$ cat src/rtl/pit_pkg.sv
// Shared widths, response codes and FSM encoding for the PIT lookup requester.
package pit_pkg;

  localparam int PREFIX_W = 64;
  localparam int LEN_W    = 6;
  localparam int KEY_W    = PREFIX_W + LEN_W;

  localparam logic [1:0] RSP_HIT     = 2'd0;
  localparam logic [1:0] RSP_REJECT  = 2'd1;
  localparam logic [1:0] RSP_TIMEOUT = 2'd2;

  // Consecutive data grants allowed before a waiting interest is served.
  localparam logic [2:0] ARB_DATA_RUN = 3'd4;

  typedef enum logic [1:0] {
    ST_IDLE  = 2'd0,
    ST_ISSUE = 2'd1,
    ST_WAIT  = 2'd2,
    ST_RESP  = 2'd3
  } pit_state_e;

  // A hit wins when the table raises hit and miss together.
  function automatic logic [1:0] pit_resp_code(input logic hit);
    return hit ? RSP_HIT : RSP_REJECT;
  endfunction

endpackage

$ cat src/rtl/pit_req_fifo.sv
// Synchronous show-ahead request FIFO; accepts a push on full when a pop
// happens in the same cycle.
module pit_req_fifo #(
  parameter int WIDTH = 8,
  parameter int DEPTH = 4
) (
  input  logic             clk_i,
  input  logic             rst_i,
  input  logic             push_i,
  input  logic [WIDTH-1:0] data_i,
  input  logic             pop_i,
  output logic [WIDTH-1:0] data_o,
  output logic             empty_o,
  output logic             full_o
);

  localparam int AW = $clog2(DEPTH);

  logic [WIDTH-1:0] mem_q [DEPTH];
  logic [AW:0]      wr_ptr_q, rd_ptr_q;
  logic             wr_en, rd_en;

  assign empty_o = (wr_ptr_q == rd_ptr_q);
  assign full_o  = (wr_ptr_q[AW] != rd_ptr_q[AW]) &&
                   (wr_ptr_q[AW-1:0] == rd_ptr_q[AW-1:0]);
  assign rd_en   = pop_i && !empty_o;
  assign wr_en   = push_i && (!full_o || rd_en);
  assign data_o  = mem_q[rd_ptr_q[AW-1:0]];

  always_ff @(posedge clk_i or posedge rst_i) begin
    if (rst_i) begin
      wr_ptr_q <= '0;
      rd_ptr_q <= '0;
    end else begin
      if (wr_en) wr_ptr_q <= wr_ptr_q + (AW+1)'(1);
      if (rd_en) rd_ptr_q <= rd_ptr_q + (AW+1)'(1);
    end
  end

  always_ff @(posedge clk_i) begin
    if (wr_en) mem_q[wr_ptr_q[AW-1:0]] <= data_i;
  end

endmodule

$ cat src/rtl/pit_lookup_requester.sv
// Arbitrates interest/data requests onto the PIT hash table and returns results.
// Optional WAIT timeout: define PIT_REQ_TIMEOUT_EN.
//
// state | meaning
// IDLE  | waiting for a queued request; pops and latches the winner
// ISSUE | first cycle the key and strobe are presented to the PIT
// WAIT  | strobe held until hit/miss (or timeout when enabled)
// RESP  | result held on the rsp channel until rsp_ready
module pit_lookup_requester
  import pit_pkg::*;
#(
  parameter int FIFO_DEPTH     = 4,
  parameter int TIMEOUT_CYCLES = 64
) (
  input  logic                clk,
  input  logic                rst,
  input  logic                int_valid,
  output logic                int_ready,
  input  logic [PREFIX_W-1:0] int_prefix,
  input  logic [LEN_W-1:0]    int_len,
  input  logic                dat_valid,
  output logic                dat_ready,
  input  logic [PREFIX_W-1:0] dat_prefix,
  input  logic [LEN_W-1:0]    dat_len,
  output logic [PREFIX_W-1:0] pit_prefix,
  output logic [LEN_W-1:0]    pit_len,
  output logic                pit_out_bit,
  output logic                pit_prefix_ready,
  input  logic                pit_in_bit,
  input  logic                pit_rejected,
  input  logic [63:0]         pit_table_entry,
  output logic                rsp_valid,
  input  logic                rsp_ready,
  output logic [1:0]          rsp_code,
  output logic [63:0]         rsp_entry,
  output logic                rsp_is_data
);

  logic [KEY_W-1:0] int_head, dat_head;
  logic             int_empty, int_full, dat_empty, dat_full;
  logic             int_pop, dat_pop, int_first;

  pit_state_e       state_q, state_d;
  logic [KEY_W-1:0] key_q, key_d;
  logic             is_data_q, is_data_d;
  logic [2:0]       streak_q, streak_d;
  logic [1:0]       rsp_code_q, rsp_code_d;
  logic [63:0]      rsp_entry_q, rsp_entry_d;

  pit_req_fifo #(.WIDTH(KEY_W), .DEPTH(FIFO_DEPTH)) u_int_fifo (
    .clk_i(clk), .rst_i(rst), .push_i(int_valid && int_ready),
    .data_i({int_prefix, int_len}), .pop_i(int_pop), .data_o(int_head),
    .empty_o(int_empty), .full_o(int_full)
  );

  pit_req_fifo #(.WIDTH(KEY_W), .DEPTH(FIFO_DEPTH)) u_dat_fifo (
    .clk_i(clk), .rst_i(rst), .push_i(dat_valid && dat_ready),
    .data_i({dat_prefix, dat_len}), .pop_i(dat_pop), .data_o(dat_head),
    .empty_o(dat_empty), .full_o(dat_full)
  );

  assign int_ready = !int_full;
  assign dat_ready = !dat_full;
  assign int_first = !int_empty && (dat_empty || streak_q == ARB_DATA_RUN);

`ifdef PIT_REQ_TIMEOUT_EN
  localparam int TMR_W = $clog2(TIMEOUT_CYCLES + 1);
  logic [TMR_W-1:0] tmr_q, tmr_d;

  always_ff @(posedge clk or posedge rst) begin
    if (rst) tmr_q <= '0;
    else     tmr_q <= tmr_d;
  end
`else
  logic unused_timeout;
  assign unused_timeout = ^{TIMEOUT_CYCLES, RSP_TIMEOUT};
`endif

  always_comb begin
    state_d     = state_q;
    key_d       = key_q;
    is_data_d   = is_data_q;
    streak_d    = streak_q;
    rsp_code_d  = rsp_code_q;
    rsp_entry_d = rsp_entry_q;
    int_pop     = 1'b0;
    dat_pop     = 1'b0;
`ifdef PIT_REQ_TIMEOUT_EN
    tmr_d       = tmr_q;
`endif
    case (state_q)
      ST_IDLE: begin
        if (int_first) begin
          int_pop   = 1'b1;
          key_d     = int_head;
          is_data_d = 1'b0;
          streak_d  = '0;
          state_d   = ST_ISSUE;
        end else if (!dat_empty) begin
          dat_pop   = 1'b1;
          key_d     = dat_head;
          is_data_d = 1'b1;
          if (streak_q != ARB_DATA_RUN) streak_d = streak_q + 3'd1;
          state_d   = ST_ISSUE;
        end
      end
      ST_ISSUE: begin
`ifdef PIT_REQ_TIMEOUT_EN
        tmr_d   = TMR_W'(TIMEOUT_CYCLES - 1);
`endif
        state_d = ST_WAIT;
      end
      ST_WAIT: begin
        if (pit_in_bit || pit_rejected) begin
          rsp_code_d  = pit_resp_code(pit_in_bit);
          rsp_entry_d = pit_in_bit ? pit_table_entry : '0;
          state_d     = ST_RESP;
        end
`ifdef PIT_REQ_TIMEOUT_EN
        else if (tmr_q == '0) begin
          rsp_code_d  = RSP_TIMEOUT;
          rsp_entry_d = '0;
          state_d     = ST_RESP;
        end else begin
          tmr_d = tmr_q - TMR_W'(1);
        end
`endif
      end
      ST_RESP: begin
        if (rsp_ready) state_d = ST_IDLE;
      end
      default: state_d = ST_IDLE;
    endcase
  end

  always_ff @(posedge clk or posedge rst) begin
    if (rst) begin
      state_q     <= ST_IDLE;
      key_q       <= '0;
      is_data_q   <= 1'b0;
      streak_q    <= '0;
      rsp_code_q  <= '0;
      rsp_entry_q <= '0;
    end else begin
      state_q     <= state_d;
      key_q       <= key_d;
      is_data_q   <= is_data_d;
      streak_q    <= streak_d;
      rsp_code_q  <= rsp_code_d;
      rsp_entry_q <= rsp_entry_d;
    end
  end

  // Strobes decode straight from the state register so reset kills them at once.
  assign pit_prefix       = key_q[KEY_W-1:LEN_W];
  assign pit_len          = key_q[LEN_W-1:0];
  assign pit_prefix_ready = (state_q == ST_ISSUE || state_q == ST_WAIT) && is_data_q;
  assign pit_out_bit      = (state_q == ST_ISSUE || state_q == ST_WAIT) && !is_data_q;
  assign rsp_valid        = (state_q == ST_RESP);
  assign rsp_code         = rsp_code_q;
  assign rsp_entry        = rsp_entry_q;
  assign rsp_is_data      = is_data_q;

endmodule

$ cat config.mk
export PLATFORM = sky130hd
export DESIGN_NAME = pit_lookup_requester
export DESIGN_NICKNAME = d
export VERILOG_FILES = /design/src/rtl/pit_pkg.sv /design/src/rtl/pit_req_fifo.sv /design/src/rtl/pit_lookup_requester.sv
export SDC_FILE = /design/constraint.sdc
export NUM_CORES = 1
export LEC_CHECK = 0
export ABC_AREA = 1
export CELL_PAD_IN_SITES_DETAIL_PLACEMENT = 1
export CELL_PAD_IN_SITES_GLOBAL_PLACEMENT = 1
export CORE_MARGIN = 2
export CORE_UTILIZATION = 30
export DETAILED_ROUTE_END_ITERATION = 6
export GPL_TIMING_DRIVEN = 0
export PLACE_DENSITY_LB_ADDON = 0.3
export SLEW_MARGIN = 20
export SYNTH_ARGS = -nofsm -noshare
export SYNTH_HDL_FRONTEND = slang
export SYNTH_SLANG_ARGS = --single-unit
$ cat constraint.sdc
create_clock -name clk -period 5.95 [get_ports clk]
set_input_delay 1.4875 -clock clk [delete_from_list [all_inputs] [get_ports clk]]
set_output_delay 1.4875 -clock clk [all_outputs]
set_load 0.03 [all_outputs]
### Word level (Yosys, flattened, before mapping)

Memory sizes are Yosys's and may differ from the RTL's.
Index checks and enable logic that the tools add are counted.

* register bits after elaboration: 154
* bits in latches: 0
* bits in writable memories: 560
* bits in read-only memories: 0
* memories kept: 2

Memory list
* u_dat_fifo.mem_q: words 4, width 70, rd ports 1, clocked after memory_dff 0, wr ports 1, line pit_req_fifo.sv:19 `logic [WIDTH-1:0] mem_q [DEPTH];`
* u_int_fifo.mem_q: words 4, width 70, rd ports 1, clocked after memory_dff 0, wr ports 1, line pit_req_fifo.sv:19

* add/sub/neg operators: 5
* $mul: 0
* div/mod/pow operators: 0
* order comparisons: 0
* equality and inequality tests: 15
* shifts and indexed selects: 0
* muxes and demuxes: 23
* bitwise gates (word level): 0
* reduce and logical (&&, ||, !) cells: 27

Operators with widths (count)
* 70-bit 2-to-1 mux: 2
* 64-bit 2-to-1 mux: 1
* 3-bit by 1-bit adder with 3-bit output, second input constant: 5
* 1-bit 2-to-1 mux: 12
* 1-bit logical AND: 11
* 3-bit 2-to-1 mux: 3
* 2-bit 2-to-1 mux: 4
* 2-bit one-hot mux with 4 select lines: 1
* 3-bit equality test: 2
* 3-bit inequality test, second input constant: 2
* 3-bit AND reduction: 2
* 1-bit zero test: 5
* 1-bit logical OR: 5
* 2-bit equality test: 2
* 2-bit equality test, second input constant: 2
* 2-bit by 1-bit inequality test with 1-bit output, second input constant: 2
* 2-bit AND reduction: 2
* 3-bit equality test, second input constant: 1
* 2-bit by 1-bit equality test with 1-bit output, second input constant: 1
* 2-bit zero test: 1
* 1-bit inequality test: 2
* 2-bit inequality test, second input constant: 1
* 2-bit nonzero test: 1

### Depth between registers and ports, before layout

Gate-level depths: netlist of run 1.

* depth in word-level cells: 10
* depth in mapped cells: 12

### By module

A second synthesis of run 1 with hierarchy kept.

* cells, all modules: 2409
* area, all modules: 28332.2 um2

By module, submodules not included
* pit_req_fifo: times used 2, cells each 738, area each 10762.8 um2, sequential area each 8558.2 um2
* pit_lookup_requester: times used 1, cells each 933, area each 6806.5 um2, sequential area each 3528.4 um2

### Least setup slack after synthesis of run 1

Ideal clock, no wire load.

* kind: input -> register
* start point: input dat_valid
* end point: memory u_dat_fifo.mem_q[3][0] (netlist name) (enable)
* data arrival time: 4.631 ns
* data required time: 5.450 ns
* slack: 0.818 ns
* cell stages on the path: 2
* path buffers: 0
* cell sequence: nand2_1 > nor2_1

* cells in the longest elaborated chain, start to end: 4

RTL lines
* start, declared: line pit_lookup_requester.sv:21 `input logic dat_valid,`
* 1-bit logical AND: line pit_lookup_requester.sv:57 `.clk_i(clk), .rst_i(rst), .push_i(dat_valid && dat_ready),`
* 1-bit logical AND: line pit_req_fifo.sv:27 `assign wr_en = push_i && (!full_o || rd_en);`
* 1-bit 2-to-1 mux: line pit_req_fifo.sv:41 `if (wr_en) mem_q[wr_ptr_q[AW-1:0]] <= data_i;`
* 1-bit 2-to-1 mux (implied by the code): line pit_req_fifo.sv:41
* end, declared: line pit_req_fifo.sv:19

No other way between the ends.

### Final worst setup path of run 1

* start point: register u_int_fifo.rd_ptr_q[0]
* end point: output int_ready

* cells in the longest elaborated chain, start to end: 3

RTL lines
* start, declared: line pit_req_fifo.sv:20 `logic [AW:0] wr_ptr_q, rd_ptr_q;`
* start signal, assigned: line pit_req_fifo.sv:36 `if (rd_en) rd_ptr_q <= rd_ptr_q + (AW+1)'(1);`
* 2-bit equality test: line pit_req_fifo.sv:25 `(wr_ptr_q[AW-1:0] == rd_ptr_q[AW-1:0]);`
* 1-bit logical AND: line pit_req_fifo.sv:24 `assign full_o = (wr_ptr_q[AW] != rd_ptr_q[AW]) &&`
* 1-bit zero test: line pit_lookup_requester.sv:62 `assign int_ready = !int_full;`
* end, declared: line pit_lookup_requester.sv:18 `output logic int_ready,`

No other way between the ends.

==> results.md, run 1 <==
- Number of port buffers: 351
- Synth-to-Final Area Change: 30.13%
- CP arrival: between 2 and 3 ns
- Register share of total power: about a third
- Vias per cell: 4.776
- HPWL after detailed placement: 68.11 mm
- Pleak: 0.01457 uW
- Non-filler cells, final: 4,334
- Post-CTS Setup Repair Bufs: 0
- Yosys top cell area share: 58.91%
- Fin crit share: around 70%
- Share of cells above drive strength 1: 7.936%
- Clock tree from TritonCTS: yes
- Clock skew: around 0.023 ns
- Fmax achieved: 239.3 MHz
- Data required, critical path: 4.46 ns
- Post-synthesis sequential area ratio: 72.32%
- Slew HR: 31.01%
- Power Density: about 560 nW/um2
- Cell total after placement: 4,180
- Combinational Power Share: 41.2%
- Die Y: 312.5 um
- Number of detailed-route iterations in the first pass: 5
- Max Slew Vio Count: 0
- Largest net degree at the start of global routing: 90
- Nets: between 3,000 and 4,000
- First-pass GRT wire length: 142.9 mm
- Critical path's slowest cell: clkdlybuf4s50_1
- Post-Synthesis Cells: between 2,000 and 3,000
- Core area: 94,590 um2
- Die Area: 97,630 um2
- Critical Path End Type: primary output
- Top routing layer in use: met5
- Clock buffer depth: 3
- Int Pwr: 12,450 uW
- Post-synthesis instance area: 28,540 um2
- Final Hold Violating Endpoints: 0
- Most common cell after layout, fill and taps aside: nand2_1
- Drt drc: 0
- CTS root buf: clkbuf_16
- Worst Hold Class: reg2reg
- Worst-Skew Late Latency: 0.63 ns
- Cts repair resizes: 0
- Routability cong.: 0.8104
- Synth warn: 0
- Worst Setup Slack, final: 1.771 ns
- M1 WL: 39.74 mm
- Unique masters post-synth: 28
- I/O pin count: around 350
- GRT Resource Usage Total: 19.55%
- Synth top area cells: edfxtp_1 (59%), dfrtp_1 (13%), nand2_1 (11%), nand3_1 (6.9%), o21ai_0 (2.2%)
- Syn Area/Cell: 11.27 um2
- Post-CTS Hold Fix Bufs: 0
- Clock sink count: 713
- Post-synth top area cell: edfxtp_1
- CP max stage delay: 0.71 ns
- CP max FO: 7
- Routed wl met2: 47.92 mm
- Routed length per placed instance: between 20 and 25 um
- Clock Power Share: between 20% and 30%
- Filler cell count: 10,180
- TNS Setup: 0 ns
- Switch share: 40.34%
- Inserted Clock Buffers: 80
- Initial antenna violation count: 27
- Maximum Capacitance Violations: 0
- Top Family by Delay on Critical Path: buffers and inverters
- Vias: 20,700
- Rows: 113
- CP Cell Sequence: buf_6 > inv_2 > nand2_1 > nand2_2 > nand4_1 > clkdlybuf4s50_1
- Syn_nets: 2,758
- Die W: ~310 um
- Worst-margin pin slew: approximately 1.0 ns
- Clk pin slew, worst setup/hold paths: roughly 0.060 ns
- Antenna Nets Post-Route: 0
- Minimum clock period: 4.179 ns
- Post-Place Setup Slack: 2.049 ns
- Most frequent cells in the layout: nand2_1 (846), edfxtp_1 (560), nand3_1 (395), clkdlybuf4s50_1 (351), dfrtp_1 (153)
- Initial Utilization: 30.18%
- Drt total wl: ~97 mm
- Setup CP Type: reg2out
- Critical Path Source Type: flop
- Critical path buffers and inverters: 3
- Final setup violating endpoints: 0
- Status: complete, no violations
- RSZ-0062 raised after global routing: no
- DR WL met3: roughly 5.9 mm
- Seq cells post-synth: 713
- Grt ovf: 0
- H-tree depth: 3
- Pwr Total: roughly 21,000 uW
- Peak supply drop: 0.0002063 V
- Switch Pwr: 8419 uW
- DR iter-0 viols: 1,212
- Vias in the first global route: between 20,000 and 25,000
area by class of cell:
class	count	area [um2]	share of cell area, %
Antenna cell	7	17.52	0.04716
Buffer	151	728.2	1.960
Clock buffer	105	2222	5.982
Clock inverter	42	441.7	1.189
Inverter	82	319.1	0.8589
Multi-Input combinational cell	1586	6922	18.63
Sequential cell	713	20640	55.58
Tap cell	1265	1583	4.261
Timing Repair Buffer	383	4268	11.49
flip-flops by register name (all words and copies together) (netlist names):
signal	flops
u_dat_fifo.mem_q	280
u_int_fifo.mem_q	280
key_q	70
rsp_entry	64
streak_q	3
u_dat_fifo.rd_ptr_q	3
u_dat_fifo.wr_ptr_q	3
u_int_fifo.rd_ptr_q	3
u_int_fifo.wr_ptr_q	3
state_q	2
rsp_code	1
rsp_is_data	1
power groups by stage:
stage	Combinational [uW]	Sequential, uW	Clock [uW]
finish	8600	7230	5040
global route	9390	7340	5340
CTS	8730	7240	5160
detailed placement	8680	7330	0
global placement	8120	7470	0
floorplan	3920	8130	0
kinds of logic (layout without fill, tap and decap cells):
kind of cell / count (synthesis) / after routing / synth area share (%)
adders and majority gates: 15 / 15 / 0.6575
other: 1 / 8 / 0.01314
buffers and inverters: 233 / 763 / 3.638
AOI/OAI and AO/OA: 157 / 157 / 2.753
xor gates and xnor gates: 6 / 6 / 0.1841
DFF: 713 / 713 / 72.32
and+or+nand+nor: 1407 / 1407 / 20.43
stage by stage:
stage / area (um2) / hold WS (ns) / util [%]
finish: 37150 / 0.4662 / 39.27
global route: 37140 / 0.4907 / 39.26
CTS: 37130 / 0.4722 / 39.25
detailed placement: 34460 / 0.4581 / 36.44
global placement: 33640 / 0.4529 / 35.57
floorplan: 28540 / 0.4690 / -
cells in the mapped netlist:
| library cell | number |
|---|---|
| buf_6 | 11 |
| inv_4 | 1 |
| a21oi_1 | 3 |
| buf_2 | 59 |
| xor2_1 | 4 |
| edfxtp_1 | 560 |
| xnor2_1 | 2 |
| nor3_1 | 1 |
| nand4_1 | 2 |
| nand2_2 | 3 |
| nor2_1 | 155 |
| nand3_1 | 395 |
| inv_2 | 3 |
| clkinv_2 | 1 |
| nand3_2 | 1 |
| conb_1 | 1 |
| buf_4 | 1 |
| buf_1 | 8 |
| o21ai_0 | 124 |
| inv_1 | 77 |
| o21ai_1 | 30 |
| ha_1 | 15 |
| clkbuf_1 | 72 |
| dfrtp_1 | 153 |
| nand3_4 | 1 |
| nand2_4 | 1 |
| nand2_1 | 846 |
| nor2_4 | 2 |
per-layer routing:
layer,vias up,GRT usage [%]
li1,9554,-
met1,10380,24.01
met2,554,33.88
met3,175,4.625
met4,36,6.152
met5,-,0
tightest hold or removal path, stage by stage (launching register included):
cell and delay (ns):
dfrtp_1 0.34, nand2_1 0.05, nand2_1 0.04
final timing paths:
kind	start	end	depth (start not counted)	slack, ns
hold / removal	rsp_entry[39]	rsp_entry[39]	2	0.47
setup reg to reg	u_dat_fifo.rd_ptr_q[0]	u_dat_fifo.mem_q[3][68]	9	2.89
hold reg to reg	rsp_entry[39]	rsp_entry[39]	2	0.47
max in group asynchronous	rst	rsp_entry[56]	3	3.65
min in group asynchronous	rst	key_q[11]	2	1.34
setup / recovery	u_int_fifo.rd_ptr_q[0]	int_ready	6	1.77
Power figures use the tool's default switching activity.
==> run 2: changes to the inputs <==
clock period = 3.4 ns   (was 5.95 ns; I/O delays follow)
==> run 2 against run 1 <==
Sequential power up 76%. Hold slack gained 0.0037 ns. Critical endpoint unchanged. Largest power group unchanged. Cell count grew 0.12%. Critical path type unchanged. Global-route usage fell by 0.097 points.
==> results.md, run 2 (synthesized netlist as in run 1, its figures left out) <==
- Data required, critical path: 2.55 ns (-1.91 ns)
- Routability cong.: 0.8124 (+0.25%)
- Initial Utilization: 30.18% (unchanged)
- Largest net degree at the start of global routing: 34 (-62%)
- Initial antenna violation count: 22 (-19%)
- Nets: 3,228 (+0.16%)
- Non-filler cells, final: 4,339 (+0.12%)
- Die W: 312.5 um (unchanged)
- Worst Hold Class: reg2reg
- Status: complete, no violations
- Final setup violating endpoints: 0 (unchanged)
- Critical path buffers and inverters: 3 (unchanged)
- Cell total after placement: 4,184 (+0.096%)
- Die Y: 312.5 um (unchanged)
- Slew HR: 21.83% (-9.2 points)
- Share of cells above drive strength 1: 8.502% (+0.57 points)
- Clock skew: 0.02175 ns (-0.001090 ns)
- GRT Resource Usage Total: 19.45% (-0.097 points)
- Antenna Nets Post-Route: 0 (unchanged)
- CP max FO: 7 (unchanged)
- Number of port buffers: 351 (unchanged)
- Drt drc: 0 (unchanged)
- Worst-margin pin slew: 1.173 ns (+0.1378 ns)
- Max Slew Vio Count: 0 (unchanged)
- Synth-to-Final Area Change: 30.85%
- Fin crit share: a little over nine tenths
- Fmax achieved: 301.6 MHz
- Rows: 113 (unchanged)
- Grt ovf: 0 (unchanged)
- Inserted Clock Buffers: 81 (+1.3%)
- H-tree depth: 3 (unchanged)
- Number of detailed-route iterations in the first pass: 5 (unchanged)
- CP max stage delay: 0.47 ns (-0.24 ns)
- Critical Path Source Type: flop
- CTS root buf: clkbuf_16
- CP Cell Sequence: buf_6 > inv_2 > nand2_1 > nand2_2 > nand4_1 > dlygate4sd2_1
- Maximum Capacitance Violations: 0 (unchanged)
- Setup CP Type: reg2out
- Critical path's slowest cell: dlygate4sd2_1
- Most frequent cells in the layout: nand2_1 (846), edfxtp_1 (560), nand3_1 (395), clkdlybuf4s50_1 (349), dfrtp_1 (153)
- Core area: 94,590 um2 (unchanged)
- Clock tree from TritonCTS: yes
- Hold Slack: 0.4699 ns (+0.003693 ns)
- Clock buffer depth: 3 (unchanged)
- Vias in the first global route: 22,140 (-0.72%)
- RSZ-0062 raised after global routing: no
- Vias: 20,670 (-0.15%)
- Minimum clock period: 3.315 ns
- Pleak: 0.01465 uW (+0.54%)
- Power Density: 981.4 nW/um2 (+75%)
- CP arrival: 2.47 ns (-0.22 ns)
- Worst-Skew Late Latency: 0.64 ns (about the same)
- Top Family by Delay on Critical Path: buffers and inverters
- Clock sink count: 713 (unchanged)
- Final Hold Violating Endpoints: 0 (unchanged)
- Routed length per placed instance: 22.20 um (-0.34%)
- I/O pin count: 353 (unchanged)
- Critical Path End Type: primary output
- First-pass GRT wire length: 141.9 mm (-0.71%)
- DR iter-0 viols: 1,428 (+18%)
- Final core occ: 39.49% (+0.22 points)
- Most common cell after layout, fill and taps aside: nand2_1
- HPWL after detailed placement: 68.81 mm (+1.0%)
- Die Area: 97,630 um2 (unchanged)
- Peak supply drop: 0.0003697 V (+79%)
- Clk pin slew, worst setup/hold paths: 0.06 ns (about the same)
- Vias per cell: 4.764 (-0.26%)
- Drt total wl: 96.34 mm (-0.22%)
[run 2: changes by cell type in the layout (fill, tap and decap cells not counted), sizes merged]
cell,before,now
clkinvlp,1,7
diode,7,4
dlygate4sd2,0,2
buf,111,115
bufinv,9,8
clkbuf,177,176
clkdlybuf4s50,351,349
[run 2: power by group]
group	switching, uW	total [uW]	leakage (uW)	internal, uW
sequential	848	12700	0.00704	11800
combinational	10300	15000	0.00627	4720
clock	3620	8950	0.00134	5330
[run 2: path summary, 6_finish.rpt]
kind	slack, ns	start	end	depth (start not counted)
hold / removal	0.47	rsp_entry[32]	rsp_entry[32]	2
hold reg to reg	0.47	rsp_entry[32]	rsp_entry[32]	2
setup reg to reg	0.24	u_int_fifo.rd_ptr_q[1]	u_int_fifo.mem_q[2][6]	10
min in group asynchronous	0.62	rst	u_dat_fifo.wr_ptr_q[1]	2
max in group asynchronous	1.76	rst	key_q[39]	5
setup / recovery	0.08	u_int_fifo.rd_ptr_q[0]	int_ready	6
[run 2: per-layer routing]
| layer | GRT usage, % | vias up | part of all wire, % |
|---|---|---|---|
| met5 | 0 | - | 0.23 |
| met4 | 6.403 | 34 | 2.7 |
| met3 | 4.187 | 166 | 5.8 |
| met2 | 34.23 | 507 | 50 |
| met1 | 23.61 | 10400 | 41 |
| li1 | - | 9566 | - |
[run 2: metrics by stage]
step	power [uW]	setup WS, ns	setup TNS [ns]	cell area [um2]
finish	36650	0.08486	0	37350
global route	38710	0.04051	0	37340
CTS	37140	0.03747	0	37340
detailed placement	28050	0.1124	0	34580
global placement	27190	-5.071	-2246.45	33660
floorplan	21070	-1.311	-475.22	28560
[run 2: timing repair]
action,CTS,global route
hold endpoints to repair,0,0
endpoints found under the setup margin,2,0
setup buffers,0,0
hold buffers,0,0
gates resized for setup,2,0
[run 2: cell type report]
cell class                 instances  area [um2]
buffer                           151       728.2
multi-input combinational       1586        6922
timing repair buffer             387        4389
fill                           10210       57240
clock buffer                     104        2257
antenna                            4       10.01
sequential                       713       20640
tap                             1265        1583
inverter                          82       315.3
clock inverter                    47       500.5
[run 2: worst min-delay path: stages (launching register included)]
cell     delay, ns
dfrtp_1       0.34
nand2_1       0.05
nand2_1       0.05
